File: src/rtl/drum_audio_out.sv
// drum_audio_out: consumer end of the drum-column interface.
// Captures the center-node amplitude after each column iteration, pushes it
// to the audio FIFO as a 32-bit sample and paces the next iteration to the
// audio sample rate.
module drum_audio_out #(
    parameter int SAMPLE_DIV  = 1042,
    parameter int AUDIO_SHIFT = 14
) (
    input  logic        clk,
    input  logic        reset,
    input  logic        column_done,
    input  logic [17:0] center_node,
    output logic        iteration_enable,
    output logic        audio_valid,
    input  logic        audio_ready,
    output logic [31:0] audio_left,
    output logic [31:0] audio_right,
    output logic [15:0] sample_count,
    output logic [15:0] overrun_count
);

    localparam int CW = $clog2(SAMPLE_DIV);

    typedef enum logic [2:0] {
        WAIT_DONE,
        CAPTURE,
        PUSH,
        ARM,
        HOLDOFF
    } state_t;

    state_t        state;
    logic [CW-1:0] tick_cnt;
    logic          tick_pending;
    logic [31:0]   sample_reg;
    logic          tick;
    logic          fire;

    assign tick = (tick_cnt == CW'(SAMPLE_DIV - 1));
    // ARM may consume either a tick already banked or one arriving right now
    assign fire = (state == ARM) && (tick_pending || tick);

    assign audio_left  = sample_reg;
    assign audio_right = sample_reg;

    // free-running sample-rate divider
    always_ff @(posedge clk) begin
        if (!reset)
            tick_cnt <= '0;
        else if (tick)
            tick_cnt <= '0;
        else
            tick_cnt <= tick_cnt + CW'(1);
    end

    // bank one tick for ARM; extra ticks while one is banked count as overruns
    always_ff @(posedge clk) begin
        if (!reset) begin
            tick_pending  <= 1'b0;
            overrun_count <= '0;
        end else begin
            if (fire)
                // a fresh tick landing as the banked one is used stays banked
                tick_pending <= tick_pending & tick;
            else if (tick)
                tick_pending <= 1'b1;

            if (tick && tick_pending && !fire && overrun_count != 16'hFFFF)
                overrun_count <= overrun_count + 16'd1;
        end
    end

    // capture / push / arm sequencing with registered outputs
    always_ff @(posedge clk) begin
        if (!reset) begin
            state            <= WAIT_DONE;
            sample_reg       <= '0;
            audio_valid      <= 1'b0;
            iteration_enable <= 1'b0;
            sample_count     <= '0;
        end else begin
            iteration_enable <= 1'b0;
            case (state)
                WAIT_DONE: begin
                    if (column_done)
                        state <= CAPTURE;
                end
                CAPTURE: begin
                    sample_reg  <= {center_node, {AUDIO_SHIFT{1'b0}}};
                    audio_valid <= 1'b1;
                    state       <= PUSH;
                end
                PUSH: begin
                    // data holds until accepted, even if column_done drops
                    if (audio_ready) begin
                        audio_valid  <= 1'b0;
                        sample_count <= sample_count + 16'd1;
                        state        <= ARM;
                    end
                end
                ARM: begin
                    if (fire) begin
                        iteration_enable <= 1'b1;
                        state            <= HOLDOFF;
                    end
                end
                HOLDOFF: begin
                    // column_done is still high from the previous iteration
                    state <= WAIT_DONE;
                end
                default: state <= WAIT_DONE;
            endcase
        end
    end

endmodule

File: config.mk
export PLATFORM = sky130hd
export DESIGN_NAME = drum_audio_out
export DESIGN_NICKNAME = d
export VERILOG_FILES = /design/src/rtl/drum_audio_out.sv
export SDC_FILE = /design/constraint.sdc
export NUM_CORES = 1
export LEC_CHECK = 0
export ABC_CLOCK_PERIOD_IN_PS = 2900
export BUFFER_PORTS_ARGS = -buffer_cell sky130_fd_sc_hd__buf_2
export CORE_ASPECT_RATIO = 0.8
export CORE_MARGIN = 4
export CORE_UTILIZATION = 30
export DETAILED_ROUTE_END_ITERATION = 8
export GPL_TIMING_DRIVEN = 0
export HOLD_SLACK_MARGIN = 0.06
export PLACE_DENSITY = 0.57
export SYNTH_ARGS = -nofsm -noshare
export SYNTH_HDL_FRONTEND = slang
export SYNTH_SLANG_ARGS = --single-unit
File: constraint.sdc
create_clock -name clk -period 2.9 [get_ports clk]
set_input_delay 0.145 -clock clk [delete_from_list [all_inputs] [get_ports clk]]
set_output_delay 0.145 -clock clk [all_outputs]
set_load 0.02 [all_outputs]
# Word-level counts from Yosys, hierarchy flattened
# Cells that the tools add are included.
word_totals:
  register_bits: 67
  input_bits: 22
  wordCells: 44
  out_inout_bits: 98
classes:
  n_eq_ne: 8
  bitwise_logic: 2
  n_reduce_logical: 14
  muxes: 9
  addsub: 3
op_table:
  columns: ["operator", "n"]
  rows:
  - ["$add A16 B1 Y16 const B", 2]
  - ["$ne A16 B16 Y1 const B", 1]
  - ["$pmux W3 S4", 1]
  - ["$add A11 B1 Y11 const B", 1]
  - ["$eq A11 B11 Y1 const B", 1]
  - ["$mux W3", 3]
  - ["$eq A3 B2 Y1 const B", 2]
  - ["$ne A2 B2 Y1 const B", 3]
  - ["$reduce_and A2 Y1", 3]
  - ["$logic_and A1 B1 Y1", 4]
  - ["$mux W1", 4]
  - ["$reduce_bool A2 Y1", 2]
  - ["$eq A3 B1 Y1 const B", 1]
  - ["$logic_not A3 Y1", 1]
  - ["$reduce_and A3 Y1", 1]
  - ["$pmux W1 S2", 1]
  - ["$reduce_or A2 Y1", 1]
  - ["$and A1 B1 Y1", 1]
  - ["$logic_not A1 Y1", 1]
  - ["$logic_or A1 B1 Y1", 1]
  - ["$not A1 Y1", 1]

# Depth between registers and ports, before layout
# Gate-level depths: netlist of run 1.
depth:
  word_depth: 6
  mapped_depth: 8
  ltp_nobuf: 7

# Least setup slack after synthesis of run 1
# Ideal clock, no wire load.
synth_path:
  path_type: "register -> register"
  from: "register overrun_count[0]"
  to: "register overrun_count[14]"
  n_path_buf: 1
  setup_time_ns: 0.128
  arrival_ns: 1.635
  required_ns: 2.772
  setup_slack_ns: 1.137
  synth_period_minus_slack_ns: 1.763
  path_stages_with_launch: 8
  path_cell_list: "dfxtp_1 > ha_1 > and3_1 > and4_1 > buf_2 > nor4_2 > xnor2_1 > nor2_1"
synth_between:
  elab_chain_cells: 2
  elab_cells_between_ends: 3
  cone_classes: "add/sub (1); eq/ne (1); reduce/logical (1)"
synth_rtl:
  columns: ["element", "line", "text"]
  rows:
  - ["from (decl)", "19", "output logic [15:0] overrun_count"]
  - ["from (signal assigned)", "69", "overrun_count <= overrun_count + 16'd1;"]
  - ["parallel branches: the longest is 2 deep, another holds $add A16 B1 Y16", null, null]
# Parallel ways; which one is timed is not known.
# A chain may end at the register's enable or synchronous reset.

# Worst setup path after layout of run 1
layout_path:
  from: "register tick_cnt[5]"
  to: "register overrun_count[10]"
layout_between:
  elab_chain_cells: 6
  elab_cells_between_ends: 7
  cone_classes: "eq/ne (1); reduce/logical (6)"
layout_rtl:
  columns: ["element", "line", "text"]
  rows:
  - ["from (decl)", "33", "logic [CW-1:0] tick_cnt;"]
  - ["from (signal assigned)", "53", "tick_cnt <= tick_cnt + CW'(1);"]
  - ["$eq A11 B11 Y1 (*)", "39", "assign tick = (tick_cnt == CW'(SAMPLE_DIV - 1));"]
  - ["$logic_or A1 B1 Y1", "41", "assign fire = (state == ARM) && (tick_pending || tick);"]
  - ["$logic_and A1 B1 Y1", "41", null]
  - ["$logic_not A1 Y1", "68", "if (tick && tick_pending && !fire && overrun_count != 16'hFFFF)"]
  - ["$logic_and A1 B1 Y1 (*) (2 in a row)", "68", null]
# Every way passes the cells marked *; elsewhere a longest branch is shown, timed or not.

==> flow_summary.ini, run 1 <==
[placement]
place_inst = 633
dp.final_hpwl_mm = 5.78
gp_congestion = 0.788
portBuffers = 91

[yosys]
async_flop_share = 0
synth_commonest_cells = dfxtp_1, nand2_1, buf_4, nor2_1, a21oi_1
synth_top_area_frac = 0.416
yosysSeqAreaShare = 0.416
synth_compound_area_frac = 0.0574
yosys.area_share.simple = 0.281
synth_top_cell_by_area = dfxtp_1
syn_area_per_cell_um2 = 8.60
yosys-mux-area-fraction = 0.0186
synth_area_leaders = dfxtp_1, buf_4, nand2_1
synthXorXnorAreaFrac = 0.0787
synth.most_common_cell = dfxtp_1
syn_area_um2 = 3230
synth-seq-cells = 67
synth_ff_type = dfxtp_1
synth_edf_count = 0
synth_top_family_by_area = simple AND/OR/NAND/NOR gates
synth_cell_types = 36
synth_cells = 375
synthAdderAreaFrac = 0.0155
synth.yosys.warnings = 0

[final_layout]
syn2layout_area_growth_pct = 37.4
drive_gt1_frac = 0.331
n_antenna_cell = 0
fin_cells = 666
nNetsFinal = 547

[grt]
grt_max_degree = 13
antenna_found_initial = 0
grt_pass1_vias = 2708
overflow = 0
grt_usage = 0.124
grt_pass1_wl_mm = 12.3

[die]
fp.coreArea_um2 = 10400
start_util = 0.311
die-area_um2 = 12500
die_w_um = 124
die_h_um = 101
io_pins = 120
row_count = 33

[critical_path]
end_kind = register
path_class = register to register
cp-startpoint = tick_cnt[5]$_SDFF_PP0_
cp_max_fo = 6
crit_required_ns = 3.15
cp.arrival_ns = 2.13
critPathLaunchType = register
r2r_start = tick_cnt[5]$_SDFF_PP0_

[clock_network]
cts_resized = 0
path_clk_slew_ns = 0.05
postCtsSetupRepairBufs = 0
clock-sinks = 67
cts.path.max_buffers = 2
cts_buffers = 9
root_buffer = clkbuf_16
hold_buffers = 17
cts_tree = yes
htree_num_levels = 3
clock_latency_ns = 0.32

[timing]
hold_viol_final = 0
skew_ns = 0.00448
worst_pin_slew_ns = 0.539
fmax_ghz = 0.532
grt_setup_unrepaired = no
maxSlewHeadroom = 0.641
fin_crit_sh = 0.648
maxSlewViolCount = 0
fin_setup_tns_ns = 0
period_needed_ns = 1.88
setup_viol = 0

[detailed_routing]
vias_per_cell = 4.28
drt_iter0_markers = 132
first_pass_iters = 4
wl_mm = 7.73
ant_nets = 0
vias = 2853
wl_per_cell_um = 11.6
post-route-drc-count = 0

[power_and_ir_drop]
leakage_nw = 1.97
ir_drop_mv = 0.283
power.density_nw_per_um2 = 522

[worst_hold_path]
worstHoldPathType = primary input to register
hp-start = center_node[6]

[status]
run_status = finished, final reports clean

[run]
max_cap_violations = 0
[critical path: stages, from the launching register on]
cell      delay (ns)
dfxtp_1         0.37
nor4b_2         0.36
and4_1          0.35
and4bb_1        0.30
and4_1          0.23
mux2i_1         0.19
[logic make-up after synthesis]
| logic type | after synthesis |
|---|---|
| and+or+nand+nor | 167 |
| DFF | 67 |
| buffers and inverters | 65 |
| AOI/OAI and AO/OA | 36 |
| xor gates and xnor gates | 29 |
| muxes | 6 |
| adders and majority gates | 4 |
| other | 1 |
[stage by stage]
stage	area [µm²]	hold slack (ns)	util	setup slack, ns	power, mW
after global placement	3960	0.387	0.382	1.07	1.23
after detailed placement	3960	0.392	0.382	1.02	1.23
after floorplan	3330	0.281	-	1.14	1.17
after CTS	4430	0.0623	0.428	1.00	2.35
final	4430	0.0726	0.428	1.02	2.31
after global routing	4430	0.0768	0.428	0.899	2.42
[layer usage]
layer / track usage / share of wire / up-vias
met2: 0.201 / 0.46 / 82
met3: 0.0516 / 0.064 / 7
met4: 0.0253 / 0.0080 / 0
li1: - / - / 1478
met5: 0 / 0 / -
met1: 0.154 / 0.47 / 1286
[power by group]
part / internal, mW / switching, mW / leakage (nW)
combinational: 0.114 / 0.152 / 1.28
sequential: 0.945 / 0.0213 / 0.542
clock: 0.688 / 0.394 / 0.148
[path summary, 6_finish.rpt]
| kind | end | slack (ns) | depth (start not counted) |
|---|---|---|---|
| min | audio_left[20]$_SDFFE_PN0P_ | 0.07 | 3 |
| min reg2reg | audio_left[27]$_SDFFE_PN0P_ | 0.46 | 2 |
| max reg2reg | overrun_count[10]$_SDFFE_PN0P_ | 1.02 | 5 |
| max | overrun_count[10]$_SDFFE_PN0P_ | 1.02 | 5 |
[registers in the layout (all words and copies together), names as in the netlist]
name,count
audio_left,18
overrun_count,16
sample_count,16
tick_cnt,11
state,3
audio_valid,1
iteration_enable,1
tick_pending,1
[cell usage in the layout, fill, tap and decap left out, types with 3 or more instances in the layout]
| cell | instances |
|---|---|
| buf_2 | 95 |
| dfxtp_1 | 67 |
| nand2_1 | 54 |
| buf_4 | 47 |
| nor2_1 | 39 |
| conb_1 | 28 |
| a21oi_1 | 27 |
| xnor2_1 | 21 |
| dlygate4sd3_1 | 17 |
| nand3_1 | 9 |
| clkbuf_16 | 9 |
| nand4_1 | 8 |
| nor3_1 | 8 |
| xor2_1 | 8 |
| clkbuf_1 | 7 |
| and4_1 | 7 |
| nand2b_1 | 7 |
| or3_1 | 7 |
| mux2i_1 | 6 |
| nor3_2 | 6 |
| inv_1 | 5 |
| nor4_2 | 5 |
| o21ai_1 | 5 |
| and3_1 | 4 |
| ha_1 | 4 |
| and2_1 | 3 |
| o21ai_0 | 3 |
[cell type report]
| class | instances | area (µm²) |
|---|---|---|
| multi-input cells | 270 | 1560 |
| fillers | 1028 | 5930 |
| plain buffers | 59 | 403 |
| clock inverters | 6 | 65.1 |
| repair buffers | 108 | 626 |
| inverters | 6 | 22.5 |
| clock buffers | 10 | 239 |
| flip-flops and latches | 67 | 1340 |
| well taps | 140 | 175 |
Power figures use the tool's default switching activity.
==> inputs of run 2 (changes only) <==
--- a/config.mk
+++ b/config.mk
@@ -5,7 +5,8 @@
 export SDC_FILE = /design/constraint.sdc
 export NUM_CORES = 1
 export LEC_CHECK = 0
-export ABC_CLOCK_PERIOD_IN_PS = 2900
+export ABC_AREA = 1
+export ABC_CLOCK_PERIOD_IN_PS = 1700
 export BUFFER_PORTS_ARGS = -buffer_cell sky130_fd_sc_hd__buf_2
 export CORE_ASPECT_RATIO = 0.8
 export CORE_MARGIN = 4
@@ -13,7 +14,7 @@
 export DETAILED_ROUTE_END_ITERATION = 8
 export GPL_TIMING_DRIVEN = 0
 export HOLD_SLACK_MARGIN = 0.06
-export PLACE_DENSITY = 0.57
+export PLACE_DENSITY = 0.58
 export SYNTH_ARGS = -nofsm -noshare
 export SYNTH_HDL_FRONTEND = slang
 export SYNTH_SLANG_ARGS = --single-unit
==> constraint.sdc (replaced) <==
create_clock -name clk -period 1.7 [get_ports clk]
set_input_delay 0.085 -clock clk [delete_from_list [all_inputs] [get_ports clk]]
set_output_delay 0.085 -clock clk [all_outputs]
set_load 0.02 [all_outputs]
==> run 2 against run 1 <==
Via count rose by 25%. Total power rose by 110%. Global-route usage rose by 1.4 points. Core utilization fell by 0.18 points. Worst setup slack got worse by 0.91 ns. Combinational power rose to 3.7 times the previous value. Fmax rose by 18%. Routed wire length rose by 20%. First-iteration DRC count rose by 28%. Clock skew rose by 0.0037 ns. Largest power group unchanged.
==> flow_summary.ini, run 2 <==
[status]
run_status = finished, final reports clean

[clock_network]
clock-sinks = 67
root_buffer = clkbuf_16
cts.path.max_buffers = 2
cts_buffers = 9
cts_tree = yes
path_clk_slew_ns = 0.06
htree_num_levels = 3
clock_latency_ns = 0.33

[yosys]
synth_top_area_frac = 0.377
synth.yosys.warnings = 0
synth_ff_type = dfxtp_1
synth_cell_types = 34
async_flop_share = 0
synth_cells = 505
synth_commonest_cells = nand2_1, nor2_1, dfxtp_1, buf_4, inv_1
synth.most_common_cell = nand2_1
yosysSeqAreaShare = 0.377
syn_area_um2 = 3550
synth-seq-cells = 67
synth_area_leaders = dfxtp_1, buf_4, nand2_1
synth_top_cell_by_area = dfxtp_1
syn_area_per_cell_um2 = 7.04
synth_edf_count = 0

[critical_path]
critPathLaunchType = register
path_class = register to register
crit_required_ns = 1.95
cp.arrival_ns = 1.84
cp_max_fo = 8
end_kind = register

[timing]
timing.hold.ws_ns = 0.161
maxSlewHeadroom = 0.613
period_needed_ns = 1.59
worst_pin_slew_ns = 0.576
maxSlewViolCount = 0
fmax_ghz = 0.629
skew_ns = 0.00818
fin_crit_sh = 0.935
hold_viol_final = 0
setup_viol = 0

[detailed_routing]
wl_per_cell_um = 11.4
vias = 3554
wl_mm = 9.25
drt_iter0_markers = 169
ant_nets = 0
post-route-drc-count = 0
first_pass_iters = 5
vias_per_cell = 4.38

[grt]
overflow = 0
antenna_found_initial = 0
grt_pass1_vias = 3199
grt_max_degree = 12
grt_usage = 0.137
grt_pass1_wl_mm = 15.2

[power_and_ir_drop]
leakage_nw = 2.34
power.density_nw_per_um2 = 965
ir_drop_mv = 0.463

[worst_hold_path]
worstHoldPathType = primary input to register

[final_layout]
fin_cells = 812
drive_gt1_frac = 0.298
syn2layout_area_growth_pct = 38.5
nNetsFinal = 685
utilization = 0.426
final_cell_mix = buf_2, nand2_1, nor2_1
largest_register_ff_count = 18
final_common_cell = buf_2
n_antenna_cell = 0

[run]
max_cap_violations = 0

[die]
die_w_um = 130
row_count = 35
fp.coreArea_um2 = 11600
die_h_um = 105
start_util = 0.307
die-area_um2 = 13700
io_pins = 120

[placement]
dp.final_hpwl_mm = 6.79
portBuffers = 91
place_inst = 771
gp_congestion = 0.867
-- run 2: cell count changes in the layout (fill, tap and decap cells not counted), sizes merged, moves of 7 or more --
cell and delta:
xnor2 -17, o21ai +37, nand3 +10, nor2 +49, and4 -7, nand2b -7, or3 -7, inv +43
nand2 +39
-- run 2: cells by family (layout without fill, tap and decap cells) --
family                     after synthesis  count (layout)  share of synthesized area
and+or+nand+nor                        232             232                      0.291
xor gates and xnor gates                10              10                     0.0246
buffers and inverters                  107             239                      0.168
AOI/OAI and AO/OA                       84              84                      0.123
DFF                                     67              67                      0.377
adders and majority gates                4               4                     0.0141
other                                    1              28                    0.00105
-- run 2: area by class of cell --
| class | count | area [µm²] |
|---|---|---|
| plain buffers | 59 | 419 |
| fillers | 1195 | 6640 |
| repair buffers | 116 | 696 |
| inverters | 48 | 180 |
| well taps | 148 | 185 |
| flip-flops and latches | 67 | 1360 |
| clock inverters | 3 | 43.8 |
| clock buffers | 13 | 280 |
| multi-input cells | 358 | 1770 |
-- run 2: worst paths after layout --
kind	startpoint	end	slack, ns	cells after the start
worst max-delay path	tick_cnt[5]$_SDFF_PP0_	overrun_count[9]$_SDFFE_PN0P_	0.11	9
worst min-delay path	reset	state[2]$_SDFFE_PN0P_	0.16	3
worst max register to register	tick_cnt[5]$_SDFF_PP0_	overrun_count[9]$_SDFFE_PN0P_	0.11	9
worst min register to register	tick_cnt[0]$_SDFF_PP0_	tick_cnt[0]$_SDFF_PP0_	0.45	1
-- run 2: repair_timing --
action / 4_1_cts / 5_1_grt
setup endpoints to repair: 12 / 39
pin swaps: 1 / 5
endpoints found under the hold margin: 18 / 0
hold buffers: 18 / 0
resized for setup: 2 / 21
setup buffers: 1 / 5
gates cloned: 0 / 1
-- run 2: layer usage --
layer  vias up  GRT usage  share of wire
li1       1865          -              -
met1      1572      0.181           0.45
met2       106      0.219           0.47
met3        11     0.0390          0.068
met4         0     0.0378          0.012
met5         -          0              0
-- run 2: report_power, final --
part           switching (mW)  internal, mW
clock                   0.680          1.30
sequential             0.0992          1.68
combinational           0.600         0.395
-- run 2: critical path, stage by stage (launching register included) --
cell	delay [ns]
dfxtp_1	0.31
buf_6	0.13
nor2_2	0.11
nand2_1	0.07
nor2_2	0.15
nand4_4	0.14
nor2_4	0.25
buf_6	0.16
nand2_1	0.05
a21oi_1	0.15
-- run 2: metrics by stage --
stage	worst slack, ns	TNS [ns]	power [mW]	cell area (µm²)
after floorplan	0.0139	0	2.48	3660
after global placement	-0.0879	-0.467	2.76	4300
after detailed placement	-0.0672	-0.488	2.77	4300
after CTS	0.00356	0	4.81	4830
after global routing	-0.00815	-0.0133	4.99	4920
final	0.110	0	4.75	4920
